### src/rtl/dma_utils_pkg.sv
// Shared types and constants for the DMA stream/burst engine.
package dma_utils_pkg;

  // Stream request as issued by dma_fsm; fields sized for the widest supported address.
  typedef struct packed {
    logic [63:0] addr;
    logic [63:0] num_bytes;
    logic        mode;
  } stream_req_t;

  typedef enum logic [1:0] {
    AXI_BURST_FIXED = 2'b00,
    AXI_BURST_INCR  = 2'b01
  } axi_burst_e;

  typedef enum logic [1:0] {
    ST_IDLE,
    ST_CALC,
    ST_ADDR,
    ST_DONE
  } stream_state_e;

  localparam logic [11:0] AXI_4KB_BEATS_MASK = 12'hFFF;
  localparam int          AXI_4KB_BYTES      = 4096;
  localparam int          MAX_FIXED_LEN      = 16;

endpackage

### src/rtl/dma_streamer_if.sv
// Stream request and AXI AR/AW address channel bundle for dma_streamer.
interface dma_streamer_if #(
  parameter int ADDR_W = 32
);
  logic              dma_stream_valid_i;
  logic [ADDR_W-1:0] dma_stream_addr_i;
  logic [ADDR_W-1:0] dma_stream_num_bytes_i;
  logic              dma_stream_mode_i;
  logic              dma_stream_ready_o;
  logic              dma_stream_done_o;
  logic              abort_i;
  logic [ADDR_W-1:0] axi_addr_o;
  logic [7:0]        axi_len_o;
  logic [2:0]        axi_size_o;
  logic [1:0]        axi_burst_o;
  logic              axi_valid_o;
  logic              axi_ready_i;
  logic              pend_txn_o;

  modport slave (
    input  dma_stream_valid_i, dma_stream_addr_i, dma_stream_num_bytes_i,
           dma_stream_mode_i, abort_i, axi_ready_i,
    output dma_stream_ready_o, dma_stream_done_o, axi_addr_o, axi_len_o,
           axi_size_o, axi_burst_o, axi_valid_o, pend_txn_o
  );

  modport master (
    output dma_stream_valid_i, dma_stream_addr_i, dma_stream_num_bytes_i,
           dma_stream_mode_i, abort_i, axi_ready_i,
    input  dma_stream_ready_o, dma_stream_done_o, axi_addr_o, axi_len_o,
           axi_size_o, axi_burst_o, axi_valid_o, pend_txn_o
  );
endinterface

### src/rtl/dma_burst_calc.sv
// Combinational burst sizing: min of remaining beats, burst cap and (INCR only)
// beats left before the next 4 KB page boundary.
module dma_burst_calc
  import dma_utils_pkg::*;
#(
  parameter int ADDR_W        = 32,
  parameter int DATA_W        = 32,
  parameter int MAX_BURST_LEN = 256
) (
  input  logic [11:0]       page_offset,
  input  logic [ADDR_W-1:0] remaining,
  input  logic              fixed_mode,
  output logic [8:0]        len_beats
);

  localparam int SIZE_LOG2 = $clog2(DATA_W / 8);

  logic [12:0]       page_beats;
  logic [12:0]       cap;
  logic [ADDR_W-1:0] cap_wide;

  // Page offset is beat aligned, so the shift is exact.
  always_comb begin
    page_beats = (13'(AXI_4KB_BYTES) - {1'b0, page_offset & AXI_4KB_BEATS_MASK}) >> SIZE_LOG2;
    if (fixed_mode) begin
      cap = 13'(MAX_FIXED_LEN);
    end else if (page_beats > 13'(MAX_BURST_LEN)) begin
      cap = 13'(MAX_BURST_LEN);
    end else begin
      cap = page_beats;
    end
    cap_wide = ADDR_W'(cap);
    if (remaining < cap_wide) begin
      len_beats = remaining[8:0];
    end else begin
      len_beats = cap[8:0];
    end
  end

endmodule

### src/rtl/dma_streamer.sv
// Splits a DMA stream request into AXI address-channel bursts (INCR or FIXED).
// Optional feature macro: DMA_STREAM_BURST_CNT_EN adds a saturating burst counter output.
module dma_streamer
  import dma_utils_pkg::*;
#(
  parameter int ADDR_W        = 32,
  parameter int DATA_W        = 32,
  parameter int MAX_BURST_LEN = 256
) (
  input  logic                 clk,
  input  logic                 rst,
  dma_streamer_if.slave        bus
`ifdef DMA_STREAM_BURST_CNT_EN
  ,
  output logic [15:0]          burst_cnt_o
`endif
);

  localparam int                BEAT_BYTES = DATA_W / 8;
  localparam int                SIZE_LOG2  = $clog2(BEAT_BYTES);
  localparam logic [ADDR_W-1:0] LSB_MASK   = ADDR_W'(BEAT_BYTES - 1);

  stream_state_e     state;
  stream_state_e     state_nxt;
  logic [ADDR_W-1:0] cur_addr;
  logic [ADDR_W-1:0] remaining;
  logic [ADDR_W-1:0] remaining_after;
  logic [ADDR_W-1:0] req_beats;
  logic              fixed_mode;
  logic [8:0]        len_q;
  logic [8:0]        calc_len;
  logic              abort_held;
  logic              abort_now;
  logic              accept;
  logic              handshake;

  assign req_beats       = bus.dma_stream_num_bytes_i >> SIZE_LOG2;
  assign remaining_after = remaining - ADDR_W'(len_q);
  assign abort_now       = bus.abort_i || abort_held;
  assign accept          = bus.dma_stream_valid_i && bus.dma_stream_ready_o;
  assign handshake       = (state == ST_ADDR) && bus.axi_ready_i;

  dma_burst_calc #(
    .ADDR_W        (ADDR_W),
    .DATA_W        (DATA_W),
    .MAX_BURST_LEN (MAX_BURST_LEN)
  ) u_burst_calc (
    .page_offset (cur_addr[11:0]),
    .remaining   (remaining),
    .fixed_mode  (fixed_mode),
    .len_beats   (calc_len)
  );

  always_ff @(posedge clk) begin
    if (rst) begin
      state <= ST_IDLE;
    end else begin
      state <= state_nxt;
    end
  end

  always_comb begin
    state_nxt               = state;
    bus.dma_stream_ready_o  = 1'b0;
    bus.dma_stream_done_o   = 1'b0;
    bus.pend_txn_o          = (state != ST_IDLE);
    bus.axi_valid_o         = 1'b0;
    bus.axi_addr_o          = '0;
    bus.axi_len_o           = '0;
    bus.axi_size_o          = '0;
    bus.axi_burst_o         = '0;
    case (state)
      ST_IDLE: begin
        bus.dma_stream_ready_o = !bus.abort_i;
        if (bus.dma_stream_valid_i && !bus.abort_i) begin
          state_nxt = (req_beats == '0) ? ST_DONE : ST_CALC;
        end
      end
      ST_CALC: begin
        state_nxt = bus.abort_i ? ST_IDLE : ST_ADDR;
      end
      ST_ADDR: begin
        bus.axi_valid_o = 1'b1;
        bus.axi_addr_o  = cur_addr;
        bus.axi_len_o   = 8'(len_q - 9'd1);
        bus.axi_size_o  = 3'(SIZE_LOG2);
        bus.axi_burst_o = fixed_mode ? AXI_BURST_FIXED : AXI_BURST_INCR;
        // An abort only takes effect once the outstanding address is accepted.
        if (bus.axi_ready_i) begin
          if (abort_now) begin
            state_nxt = ST_IDLE;
          end else begin
            state_nxt = (remaining_after == '0) ? ST_DONE : ST_CALC;
          end
        end
      end
      ST_DONE: begin
        bus.dma_stream_done_o = !bus.abort_i;
        state_nxt             = ST_IDLE;
      end
      default: state_nxt = ST_IDLE;
    endcase
  end

  always_ff @(posedge clk) begin
    if (rst) begin
      cur_addr   <= '0;
      remaining  <= '0;
      fixed_mode <= 1'b0;
      len_q      <= '0;
      abort_held <= 1'b0;
    end else begin
      if (accept) begin
        cur_addr   <= bus.dma_stream_addr_i & ~LSB_MASK;
        remaining  <= req_beats;
        fixed_mode <= bus.dma_stream_mode_i;
      end
      if (state == ST_CALC) begin
        len_q <= calc_len;
      end
      if (handshake) begin
        remaining <= remaining_after;
        if (!fixed_mode) begin
          cur_addr <= cur_addr + (ADDR_W'(len_q) << SIZE_LOG2);
        end
      end
      abort_held <= (state == ST_ADDR) && !bus.axi_ready_i && abort_now;
    end
  end

`ifdef DMA_STREAM_BURST_CNT_EN
  always_ff @(posedge clk) begin
    if (rst || accept) begin
      burst_cnt_o <= '0;
    end else if (handshake && (burst_cnt_o != 16'hFFFF)) begin
      burst_cnt_o <= burst_cnt_o + 16'd1;
    end
  end
`endif

endmodule

### src/flat_wrapper.sv
// flat-port wrapper written by rule: the top's interface ports become plain ports
module dma_streamer_flat import dma_utils_pkg::*;
#(
  parameter int ADDR_W        = 32,
  parameter int DATA_W        = 32,
  parameter int MAX_BURST_LEN = 256
)
  (clk, rst, bus_dma_stream_valid_i, bus_dma_stream_addr_i, bus_dma_stream_num_bytes_i, bus_dma_stream_mode_i, bus_abort_i, bus_axi_ready_i, bus_dma_stream_ready_o, bus_dma_stream_done_o, bus_axi_addr_o, bus_axi_len_o, bus_axi_size_o, bus_axi_burst_o, bus_axi_valid_o, bus_pend_txn_o);
  dma_streamer_if #(.ADDR_W(ADDR_W)) bus_i ();
  input  logic clk;
  input  logic rst;
  input wire logic [$bits(bus_i.dma_stream_valid_i)-1:0] bus_dma_stream_valid_i;
  input wire logic [$bits(bus_i.dma_stream_addr_i)-1:0] bus_dma_stream_addr_i;
  input wire logic [$bits(bus_i.dma_stream_num_bytes_i)-1:0] bus_dma_stream_num_bytes_i;
  input wire logic [$bits(bus_i.dma_stream_mode_i)-1:0] bus_dma_stream_mode_i;
  input wire logic [$bits(bus_i.abort_i)-1:0] bus_abort_i;
  input wire logic [$bits(bus_i.axi_ready_i)-1:0] bus_axi_ready_i;
  output wire logic [$bits(bus_i.dma_stream_ready_o)-1:0] bus_dma_stream_ready_o;
  output wire logic [$bits(bus_i.dma_stream_done_o)-1:0] bus_dma_stream_done_o;
  output wire logic [$bits(bus_i.axi_addr_o)-1:0] bus_axi_addr_o;
  output wire logic [$bits(bus_i.axi_len_o)-1:0] bus_axi_len_o;
  output wire logic [$bits(bus_i.axi_size_o)-1:0] bus_axi_size_o;
  output wire logic [$bits(bus_i.axi_burst_o)-1:0] bus_axi_burst_o;
  output wire logic [$bits(bus_i.axi_valid_o)-1:0] bus_axi_valid_o;
  output wire logic [$bits(bus_i.pend_txn_o)-1:0] bus_pend_txn_o;
  assign bus_i.dma_stream_valid_i = bus_dma_stream_valid_i;
  assign bus_i.dma_stream_addr_i = bus_dma_stream_addr_i;
  assign bus_i.dma_stream_num_bytes_i = bus_dma_stream_num_bytes_i;
  assign bus_i.dma_stream_mode_i = bus_dma_stream_mode_i;
  assign bus_i.abort_i = bus_abort_i;
  assign bus_i.axi_ready_i = bus_axi_ready_i;
  assign bus_dma_stream_ready_o = bus_i.dma_stream_ready_o;
  assign bus_dma_stream_done_o = bus_i.dma_stream_done_o;
  assign bus_axi_addr_o = bus_i.axi_addr_o;
  assign bus_axi_len_o = bus_i.axi_len_o;
  assign bus_axi_size_o = bus_i.axi_size_o;
  assign bus_axi_burst_o = bus_i.axi_burst_o;
  assign bus_axi_valid_o = bus_i.axi_valid_o;
  assign bus_pend_txn_o = bus_i.pend_txn_o;
  dma_streamer #(.ADDR_W(ADDR_W), .DATA_W(DATA_W), .MAX_BURST_LEN(MAX_BURST_LEN)) u_core (.clk(clk), .rst(rst), .bus(bus_i));
endmodule
### config.mk
export PLATFORM = sky130hd
export DESIGN_NAME = dma_streamer_flat
export DESIGN_NICKNAME = d
export VERILOG_FILES = /design/src/rtl/dma_utils_pkg.sv /design/src/rtl/dma_streamer_if.sv /design/src/rtl/dma_burst_calc.sv /design/src/rtl/dma_streamer.sv /design/src/flat_wrapper.sv
export SDC_FILE = /design/constraint.sdc
export NUM_CORES = 1
export LEC_CHECK = 0
export BUFFER_PORTS_ARGS = -buffer_cell sky130_fd_sc_hd__buf_2
export CAP_MARGIN = 20
export CORE_UTILIZATION = 50
export CTS_BUF_LIST = sky130_fd_sc_hd__clkbuf_8 sky130_fd_sc_hd__clkbuf_16
export DETAILED_ROUTE_END_ITERATION = 16
export PLACE_DENSITY = 0.83
export SYNTH_ARGS = -nofsm -noshare
export SYNTH_HDL_FRONTEND = slang
export SYNTH_SLANG_ARGS = --single-unit
### constraint.sdc
create_clock -name clk -period 5.47 [get_ports clk]
set_input_delay 1.094 -clock clk [delete_from_list [all_inputs] [get_ports clk]]
set_output_delay 1.094 -clock clk [all_outputs]
set_load 0.1 [all_outputs]
==> flow_summary_export.csv, run 1 <==
group,metric,value,unit
pwr,power,1.839,mW
synth,yosysSeqAreaShare,26.41,%
place,dp_cells,1007,
synth,ys_async_sr_fraction,0,%
layout,diodes,0,
sta,setup_viol,0,
worst_setup_path,slowest_stage,"inv_1",
grt,gr-total-overflow,0,
pwr,p_comb_share,26.8,%
place,place_congestion,0.9622,
clock_network,hold_buffers,0,
synth,synth_cells,791,
clock_network,clock-sinks,77,
routing,first_pass_iters,5,
worst_setup_path,path_cells,"nand2b_1 > inv_1 > and2_1 > nand2_1 > nor2_1 > a211oi_1 > o31a_1",
synth,ys_types,71,
pwr,p_leak,2.919,nW
layout,fin_nets,976,
clock_network,clockRootBuffer,"clkbuf_16",
grt,antenna_found_initial,0,
worst_setup_path,slowest_delay,800,ps
place,dp_hpwl,12150,um
pwr,power.internal,1.234,mW
routing,via_per_inst,6.129,
pwr,clock_power_share,38.6,%
routing,vias,6270,
floorplan,die_y,110.0,um
floorplan,io_pins,119,
floorplan,die_w,110.0,um
routing,drt-initial-drc-count,582,
worst_setup_path,path_class,"reg2reg",
layout,final_cells,1023,
grt,grt_pass1_wl,27390,um
clock_network,cts_made_buffers,9,
run,max-cap-violations,0,
layout,final_area,6780,um2
synth,syn_area,5837,um2
clock_network,postCtsSetupBuffers,0,
layout,post_route_cells_drive_above_1_share,17.73,%
synth,yosysWarnings,0,
routing,drtAntennaViolNets,0,
worst_setup_path,crit_path_start_kind,"flop",
synth,synth-simple-area-share,30.14,%
clock_network,cts_resized,0,
synth,synth_compound_area_share,24.76,%
synth,ys.flop_type,"dfxtp_1",
synth,yosys.area_share.adder,6.902,%
synth,synth_top_area_share,26.41,%
synth,synthTopCellsByArea,"dfxtp_1 26%, nor2_1 7.1%, ha_1 6.2%, nand2_1 5.0%, a21oi_1 4.8%",
min_path,worstHoldPathType,"reg2reg",
worst_setup_path,cp-end-kind,"flop",
synth,synthXorXnorAreaFrac,4.952,%
sta,min_period_over_period,71.56,%
clock_network,clk_path_buf_depth,2,
pwr,switching_share,32.89,%
sta,rsz0062_at_grt,"false",
sta,setup_tns,0,ps
grt,grt_util_all_layers,28.83,%
routing,drc,0,
layout,final_util,59.38,%
sta,worst_pin_slew,1144,ps
clock_network,clkLatencyLatePin,340,ps
synth,synth_mux_area_share,1.050,%
run_status,status,"finished, final reports clean",
pwr,net-switching-power,0.6048,mW
worst_setup_path,crit_arrival,4140,ps
synth,synth_top_cell_by_area,"dfxtp_1",
sta,relSlewSlack,23.08,%
floorplan,core_area,11420,um2
place,placed_area,6430,um2
worst_setup_path,worstPathRequired,5700,ps
clock_network,clkTransAtPathRegs,70,ps
floorplan,initial_core_util,51.12,%
clock_network,ctsHtreeMaxLevel,3,
worst_setup_path,cp_max_fo,32,
pwr,pwr-share-seq,34.6,%
clock_network,tritoncts,"yes",
synth,syn_area_per_cell,7.379,um2
sta,hold_viol,0,
routing,wl_per_cell,16.70,um
grt,grt_max_degree,78,
pwr,power.density,271.2,nW/um2
sta,finClkSkew,6.261,ps
grt,grt_pass1_vias,5686,
routing,routed_wl,17080,um
sta,slew_viol_final,0,
sta,max_freq,0.2555,GHz
sta,min_period,3914,ps
synth,ys_seq_elements,77,
floorplan,dieArea,12110,um2
place,io_buffer_count,111,
pwr,irDropWorstVdd,155.8,uV
synth,synth_top_family_by_area,"simple AND/OR/NAND/NOR gates",
layout,syn_to_final_growth,16.16,%
synth,synth_edf_count,0,
floorplan,rows,39,
-- synthesized netlist by cell type, types with 22 or more instances --
master    instances
nor2_1          111
nand2_1          78
dfxtp_1          77
a21oi_1          56
clkbuf_1         36
and2_1           33
inv_1            32
o21ai_0          31
ha_1             29
xnor2_1          23
nor3_1           22
-- power by group through the flow --
stage / logic (mW) / clock network (mW) / registers [mW]
2_1_floorplan: 0.378 / 0 / 0.629
3_3_place_gp: 0.473 / 0 / 0.645
3_5_place_dp: 0.481 / 0 / 0.646
4_1_cts: 0.487 / 0.712 / 0.634
5_1_grt: 0.538 / 0.737 / 0.640
6_report: 0.494 / 0.710 / 0.635
-- metal layers --
metal / GRT usage, % / vias up / share of wire, %
met1: 38.74 / 2906 / 45
met2: 45.71 / 279 / 46
met3: 5.232 / 38 / 6.8
met5: 0 / - / 0
met4: 11.24 / 0 / 2.7
li1: - / 3047 / -
-- area by class of cell --
class | count | area, um2
repair buffers | 118 | 608.1
fillers | 1085 | 4638
well taps | 143 | 178.9
inverters | 32 | 120.1
clock buffers | 10 | 239.0
multi-input cells | 637 | 3981
flip-flops and latches | 77 | 1541
clock inverters | 6 | 111.4
-- cells in the final DEF (no fill, tap or decap), drive strengths merged, types with 14 or more instances in the layout --
cell type / netlist / final
o21ai: 31 / 31
dfxtp: 77 / 77
nand2: 78 / 78
buf: 11 / 118
ha: 29 / 29
nand4: 14 / 14
a211oi: 17 / 17
and2: 33 / 33
a22oi: 14 / 14
a21oi: 57 / 57
nor4: 19 / 19
inv: 32 / 33
nand3: 16 / 16
nor2: 111 / 111
nor3: 22 / 22
xnor2: 23 / 23
-- metrics by stage --
stage | worst slack, ps | hold slack, ps
2_1_floorplan | 1255 | 441.4
3_3_place_gp | 1768 | 474.1
3_5_place_dp | 1674 | 470.6
4_1_cts | 1667 | 482.9
5_1_grt | 1280 | 517.0
6_report | 1556 | 481.8
-- path summary, 6_finish.rpt --
path              cells after the start                start                  end  slack (ps)
setup reg to reg                      7      u_core.state[1]  u_core.cur_addr[17]        1560
setup / recovery                      7      u_core.state[1]  u_core.cur_addr[17]        1560
hold reg to reg                       1  u_core.cur_addr[23]  u_core.cur_addr[23]         480
hold / removal                        1  u_core.cur_addr[23]  u_core.cur_addr[23]         480
-- flip-flops by register name, indices dropped and copies added (netlist names) --
signal and count:
u_core.abort_held 1, u_core.cur_addr 32, u_core.fixed_mode 1, u_core.len_q 9
u_core.remaining 32, u_core.state 2
-- logic make-up after synthesis --
group / after synthesis
AO/OA/AOI/OAI: 210
XOR/XNOR: 33
adder cells (fa/ha/maj): 31
buffers and inverters: 80
flip-flops: 77
multiplexers: 6
other: 2
AND/OR/NAND/NOR: 352
-- critical path, delay by kind of cell (launching register included) --
family          cells  cell delay [ps]
simple gates        4             2260
buf+inv             1              800
flops               1              460
compound gates      2              270
Note: power is estimated with default switching activity, not from simulation.
==> run 2, diff against run 1 <==
Clock period 5.47 ns to 4.05 ns, I/O delays scaled along.
==> run 2 against run 1 <==
Core utilization down 0.25 points. Routed wire length up 0.35%. Highest routed layer unchanged. Critical path depth up 8. Critical endpoint is now u_core.len_q[1]. Fmax up 12%. Clock skew up 1.7 ps.
==> flow_summary_export.csv, run 2 (synthesized netlist as in run 1, its figures left out) <==
group,metric,value,unit
run_status,status,"finished, final reports clean",
pwr,p_leak,2.910,nW
sta,slew_viol_final,0,
floorplan,dieArea,12110,um2
floorplan,rows,39,
grt,grt_pass1_vias,5467,
routing,wl_per_cell,16.66,um
clock_network,clkTransAtPathRegs,60,ps
sta,setup_tns,0,ps
place,place_congestion,0.9274,
run,max-cap-violations,0,
floorplan,core_area,11420,um2
worst_setup_path,slowest_stage,"nor4_2",
worst_setup_path,cp-end-kind,"flop",
sta,finClkSkew,7.999,ps
pwr,irDropWorstVdd,236.9,uV
grt,grt_pass1_wl,27190,um
routing,drtAntennaViolNets,0,
min_path,worstHoldPathType,"reg2reg",
worst_setup_path,crit_arrival,3750,ps
layout,diodes,0,
clock_network,clockRootBuffer,"clkbuf_16",
sta,max_freq,0.2864,GHz
grt,grt_max_degree,78,
routing,routed_wl,17140,um
clock_network,hold_buffers,0,
layout,layout_common_cells,"111 x nor2_1, 111 x buf_2, 78 x nand2_1, 77 x dfxtp_1, 56 x a21oi_1",
worst_setup_path,crit_path_start_kind,"flop",
grt,grt_util_all_layers,28.79,%
floorplan,die_w,110.0,um
sta,min_period_over_period,86.22,%
place,dp_hpwl,12300,um
layout,post_route_cells_drive_above_1_share,18.28,%
sta,holdWs,482.6,ps
floorplan,die_y,110.0,um
floorplan,initial_core_util,51.12,%
clock_network,tritoncts,"yes",
clock_network,clock-sinks,77,
pwr,power.density,340.1,nW/um2
routing,drt-initial-drc-count,627,
floorplan,io_pins,119,
worst_setup_path,worstPathRequired,4300,ps
routing,via_per_inst,6.114,
routing,drc,0,
sta,relSlewSlack,43.97,%
worst_setup_path,slowest_delay,440,ps
sta,min_period,3492,ps
worst_setup_path,path_cells,"nor4_2 > nand2_1 > or3_1 > o311ai_0 > nand2_1 > ha_1 > a21oi_1 > or3b_2 > nand4b_2 > a211oi_2 > a21oi_2 > buf_4 > mux2i_1 > nor2_1 > a211oi_2",
layout,syn_to_final_growth,15.67,%
clock_network,cts_resized,0,
sta,worst_pin_slew,840.5,ps
sta,rsz0062_at_grt,"false",
clock_network,clkLatencyLatePin,340,ps
worst_setup_path,path_class,"reg2reg",
layout,fin_nets,982,
grt,gr-total-overflow,0,
clock_network,cts_made_buffers,9,
clock_network,ctsHtreeMaxLevel,3,
clock_network,postCtsSetupBuffers,0,
place,io_buffer_count,111,
routing,vias,6291,
clock_network,clk_path_buf_depth,2,
grt,antenna_found_initial,0,
sta,setup_viol,0,
layout,reg_top3,"u_core.cur_addr: 32 flops, u_core.remaining: 32 flops, u_core.len_q: 9 flops",
worst_setup_path,cp_max_fo,14,
layout,fillers,1097,
routing,first_pass_iters,7,
sta,hold_viol,0,
run 2: cell count changes in the layout (fill, tap and decap cells not counted), sizes merged:
cell / delta
clkinvlp: +2
inv: +1
bufinv: -3
buf: +6
run 2: routing by layer:
layer	part of all wire [%]	up-vias	wire length [um]	global-route usage, %
li1	-	3049	-	-
met3	7.6	22	1302	4.233
met4	1.4	0	244	8.857
met2	47	278	8008	46.34
met1	44	2942	7586	39.62
met5	0	-	0	0
run 2: power breakdown:
| part | total (mW) | internal, mW | switching (mW) | leakage, nW |
|---|---|---|---|---|
| Sequential | 0.858 | 0.799 | 0.0593 | 0.629 |
| Combinational | 0.672 | 0.252 | 0.419 | 2.15 |
| Clock | 0.767 | 0.430 | 0.337 | 0.136 |
run 2: through the flow:
stage / cells / area [um2] / utilization [%] / setup WS, ps / power (mW)
final: 1029 / 6751 / 59.13 / 557.9 / 2.296
after global placement: 1013 / 6475 / 56.71 / 690.1 / 1.519
after floorplan: 794 / 5848 / - / 402.7 / 1.360
after detailed placement: 1013 / 6475 / 56.71 / 596.5 / 1.527
after global routing: 1029 / 6751 / 59.13 / 273.9 / 2.404
after CTS: 1029 / 6751 / 59.13 / 558.1 / 2.290
run 2: cell type report:
| type | count | area (um2) | area share, % |
|---|---|---|---|
| Inverter | 32 | 120.1 | 1.779 |
| Tap cell | 143 | 178.9 | 2.650 |
| Multi-Input combinational cell | 637 | 3981 | 58.97 |
| Clock buffer | 10 | 239.0 | 3.540 |
| Sequential cell | 77 | 1541 | 22.83 |
| Timing Repair Buffer | 124 | 653.1 | 9.674 |
| Clock inverter | 6 | 37.54 | 0.5560 |
run 2: critical path, delay by kind of cell (launching register included):
family	cells	cell delay [ps]
and+or+nand+nor	7	1480
AOI/OAI and AO/OA	5	1010
DFF	1	350
adders and majority gates	1	200
buffers and inverters	1	190
muxes	1	180
run 2: path summary, 6_finish.rpt:
path,startpoint,end,slack [ps],cells after the start
setup / recovery,u_core.cur_addr[0],u_core.len_q[1],560,15
hold / removal,u_core.cur_addr[23],u_core.cur_addr[23],480,1
setup reg to reg,u_core.cur_addr[0],u_core.len_q[1],560,15
hold reg to reg,u_core.cur_addr[23],u_core.cur_addr[23],480,1
==> run 3, diff against run 2 <==
Settings changed: RECOVER_POWER set to 25.
==> run 3 against run 2 <==
The run now ends with max-capacitance violations, max-slew violations left. Non-clock buffer count unchanged. Worst hold slack better by 2.0 ps. Clock power up 0.8%. Routed wire length up 0.37%. Sequential share of layout area up 0.10 points. Critical path depth down 5. Global-route usage unchanged. Cell count unchanged. Register-to-register slack worse by 140 ps. Critical path type unchanged. Largest cell class unchanged.
==> flow_summary_export.csv, run 3 (synthesized netlist as in run 1, its figures left out) <==
group,metric,value,unit
routing,wl_per_cell,16.72,um
layout,fin_nets,982,
routing,via_per_inst,6.165,
worst_setup_path,critical_path.n_buffers_inverters,1,
floorplan,die_y,110.0,um
min_path,hp-start,"u_core.cur_addr[23]",
run_status,status,"finished, violations left",
grt,antenna_found_initial,0,
worst_setup_path,crit_family,"compound AO/OA/AOI/OAI gates",
clock_network,clock-sinks,77,
place,io_buffer_count,111,
run,max-cap-violations,1,
worst_setup_path,reg2reg_setup_slack,420,ps
clock_network,clkTransAtPathRegs,70,ps
worst_setup_path,path_cells,"inv_1 > ha_1 > o21ai_0 > a21oi_1 > o31ai_1 > nand2_1 > nor2_1 > xnor2_1 > nand4_1 > o31ai_1",
worst_setup_path,r2r_cells,10,
grt,grt.met2_usage,46.34,%
layout,fillers,1106,
clock_network,cts_resized,0,
worst_setup_path,r2r-start,"u_core.len_q[2]",
routing,drtAntennaViolNets,0,
layout,register_area,1541,um2
clock_network,clk_path_buf_depth,2,
sta,setup_tns,0,ps
pwr,irDropWorstVdd,239.5,uV
grt,gr-total-overflow,0,
worst_setup_path,worstPathRequired,4300,ps
clock_network,hold_buffers,0,
floorplan,initial_core_util,51.12,%
place,place_congestion,0.9274,
layout,layout_common_cells,"111 x nor2_1, 107 x buf_2, 78 x nand2_1, 77 x dfxtp_1, 56 x a21oi_1",
sta,relSlewSlack,-10.38,%
worst_setup_path,cpMostUsedCell,"o31ai_1",
floorplan,rows,39,
sta,rsz0062_at_grt,"false",
layout,reg_top3,"u_core.cur_addr: 32 flops, u_core.remaining: 32 flops, u_core.len_q: 9 flops",
worst_setup_path,cp-end-kind,"flop",
layout,final_cells,1029,
grt,top_usage_layer,"met2",
floorplan,io_pins,119,
sta,min_period_over_period,89.62,%
min_path,whs_endpoint,"u_core.cur_addr[23]",
clock_network,postCtsSetupBuffers,0,
sta,worst_pin_slew,1656,ps
routing,drc,0,
layout,syn_to_final_growth,15.16,%
sta,setup_viol,0,
worst_setup_path,crit_arrival,3880,ps
routing,routed_wl,17210,um
grt,grt_util_all_layers,28.79,%
routing,vias,6344,
layout,diodes,0,
sta,slew_viol_final,78,
grt,grt_pass1_vias,5467,
pwr,p_leak,2.886,nW
worst_setup_path,cp_num_cells,10,
routing,drt-initial-drc-count,622,
worst_setup_path,path_class,"reg2reg",
clock_network,clkLatencyLatePin,340,ps
worst_setup_path,slowest_delay,920,ps
place,dp_hpwl,12300,um
routing,first_pass_iters,5,
clock_network,tritoncts,"yes",
floorplan,die_w,110.0,um
sta,hold_viol,0,
clock_network,cts_made_buffers,9,
layout,multi_input_area,3963,um2
pwr,power,2.295,mW
sta,max_freq,0.2755,GHz
grt,grt_pass1_wl,27190,um
worst_setup_path,cp_max_fo,8,
layout,final_common_cell,"nor2_1",
pwr,power.density,341.5,nW/um2
grt,grt_max_degree,78,
layout,post_route_cells_drive_above_1_share,17.49,%
worst_setup_path,r2r-end,"u_core.state[1]",
layout,final_util,58.86,%
sta,min_period,3630,ps
place,placed_area,6475,um2
grt,gr-usage-met1,39.62,%
grt,met3_usage,4.233,%
worst_setup_path,slowest_stage,"o31ai_1",
floorplan,core_area,11420,um2
clock_network,clockRootBuffer,"clkbuf_16",
sta,finClkSkew,8.274,ps
floorplan,dieArea,12110,um2
min_path,min_delay_path_depth,1,
worst_setup_path,crit_path_start_kind,"flop",
min_path,worstHoldPathType,"reg2reg",
clock_network,ctsHtreeMaxLevel,3,
place,dp_cells,1013,
layout,final_area,6721,um2
run_status,violations,"max-capacitance violations, max-slew violations",
==> run 3: cell types whose count changed in the layout (fill, tap and decap cells not counted) <==
| cell | previous run | this run |
|---|---|---|
| clkbuf_2 | 0 | 1 |
| buf_2 | 111 | 107 |
| buf_4 | 13 | 11 |
| o211ai_2 | 1 | 0 |
| o31ai_4 | 1 | 0 |
| o211ai_1 | 5 | 6 |
| clkbuf_1 | 0 | 5 |
| o31ai_1 | 7 | 8 |
==> run 3: how the worst max path moves through the flow <==
stage                       startpoint                endpoint
CTS                 u_core.cur_addr[0]         u_core.len_q[0]
detailed placement  u_core.cur_addr[0]         u_core.len_q[0]
finish                 u_core.len_q[2]         u_core.state[1]
global placement    u_core.cur_addr[0]         u_core.len_q[0]
global route        u_core.cur_addr[0]         u_core.len_q[3]
floorplan                  bus_abort_i  bus_dma_stream_ready_o
==> run 3: final cells by class <==
| class | count | area share, % |
|---|---|---|
| Clock buffer | 10 | 3.555 |
| Clock inverter | 6 | 0.5585 |
| Inverter | 32 | 1.787 |
| Multi-Input combinational cell | 637 | 58.95 |
| Sequential cell | 77 | 22.93 |
| Tap cell | 143 | 2.662 |
| Timing Repair Buffer | 124 | 9.550 |
==> run 3: power by group <==
| part | leakage, nW | internal [mW] | switching [mW] |
|---|---|---|---|
| clock network | 0.136 | 0.430 | 0.343 |
| logic | 2.12 | 0.248 | 0.416 |
| registers | 0.629 | 0.799 | 0.0597 |
==> run 3: worst reg2reg max path: stages, from the launching register on <==
cell and delay, ps:
dfxtp_1 410, inv_1 120, ha_1 370, o21ai_0 180, a21oi_1 120, o31ai_1 930
nand2_1 460, nor2_1 350, xnor2_1 170, nand4_1 150, o31ai_1 290
==> run 3: metrics by stage <==
step	hold slack [ps]	setup slack (ps)
after global routing	507.0	247.7
after floorplan	441.4	402.7
after detailed placement	471.3	596.5
after global placement	473.7	690.1
final	484.6	420.3
after CTS	480.1	558.1
==> run 3: layer usage <==
metal	share of wire, %	routed length [um]	vias up
met5	0	0	-
met4	1.4	244	0
met3	7.3	1258	25
met2	47	8010	290
met1	45	7692	2980
li1	-	-	3049
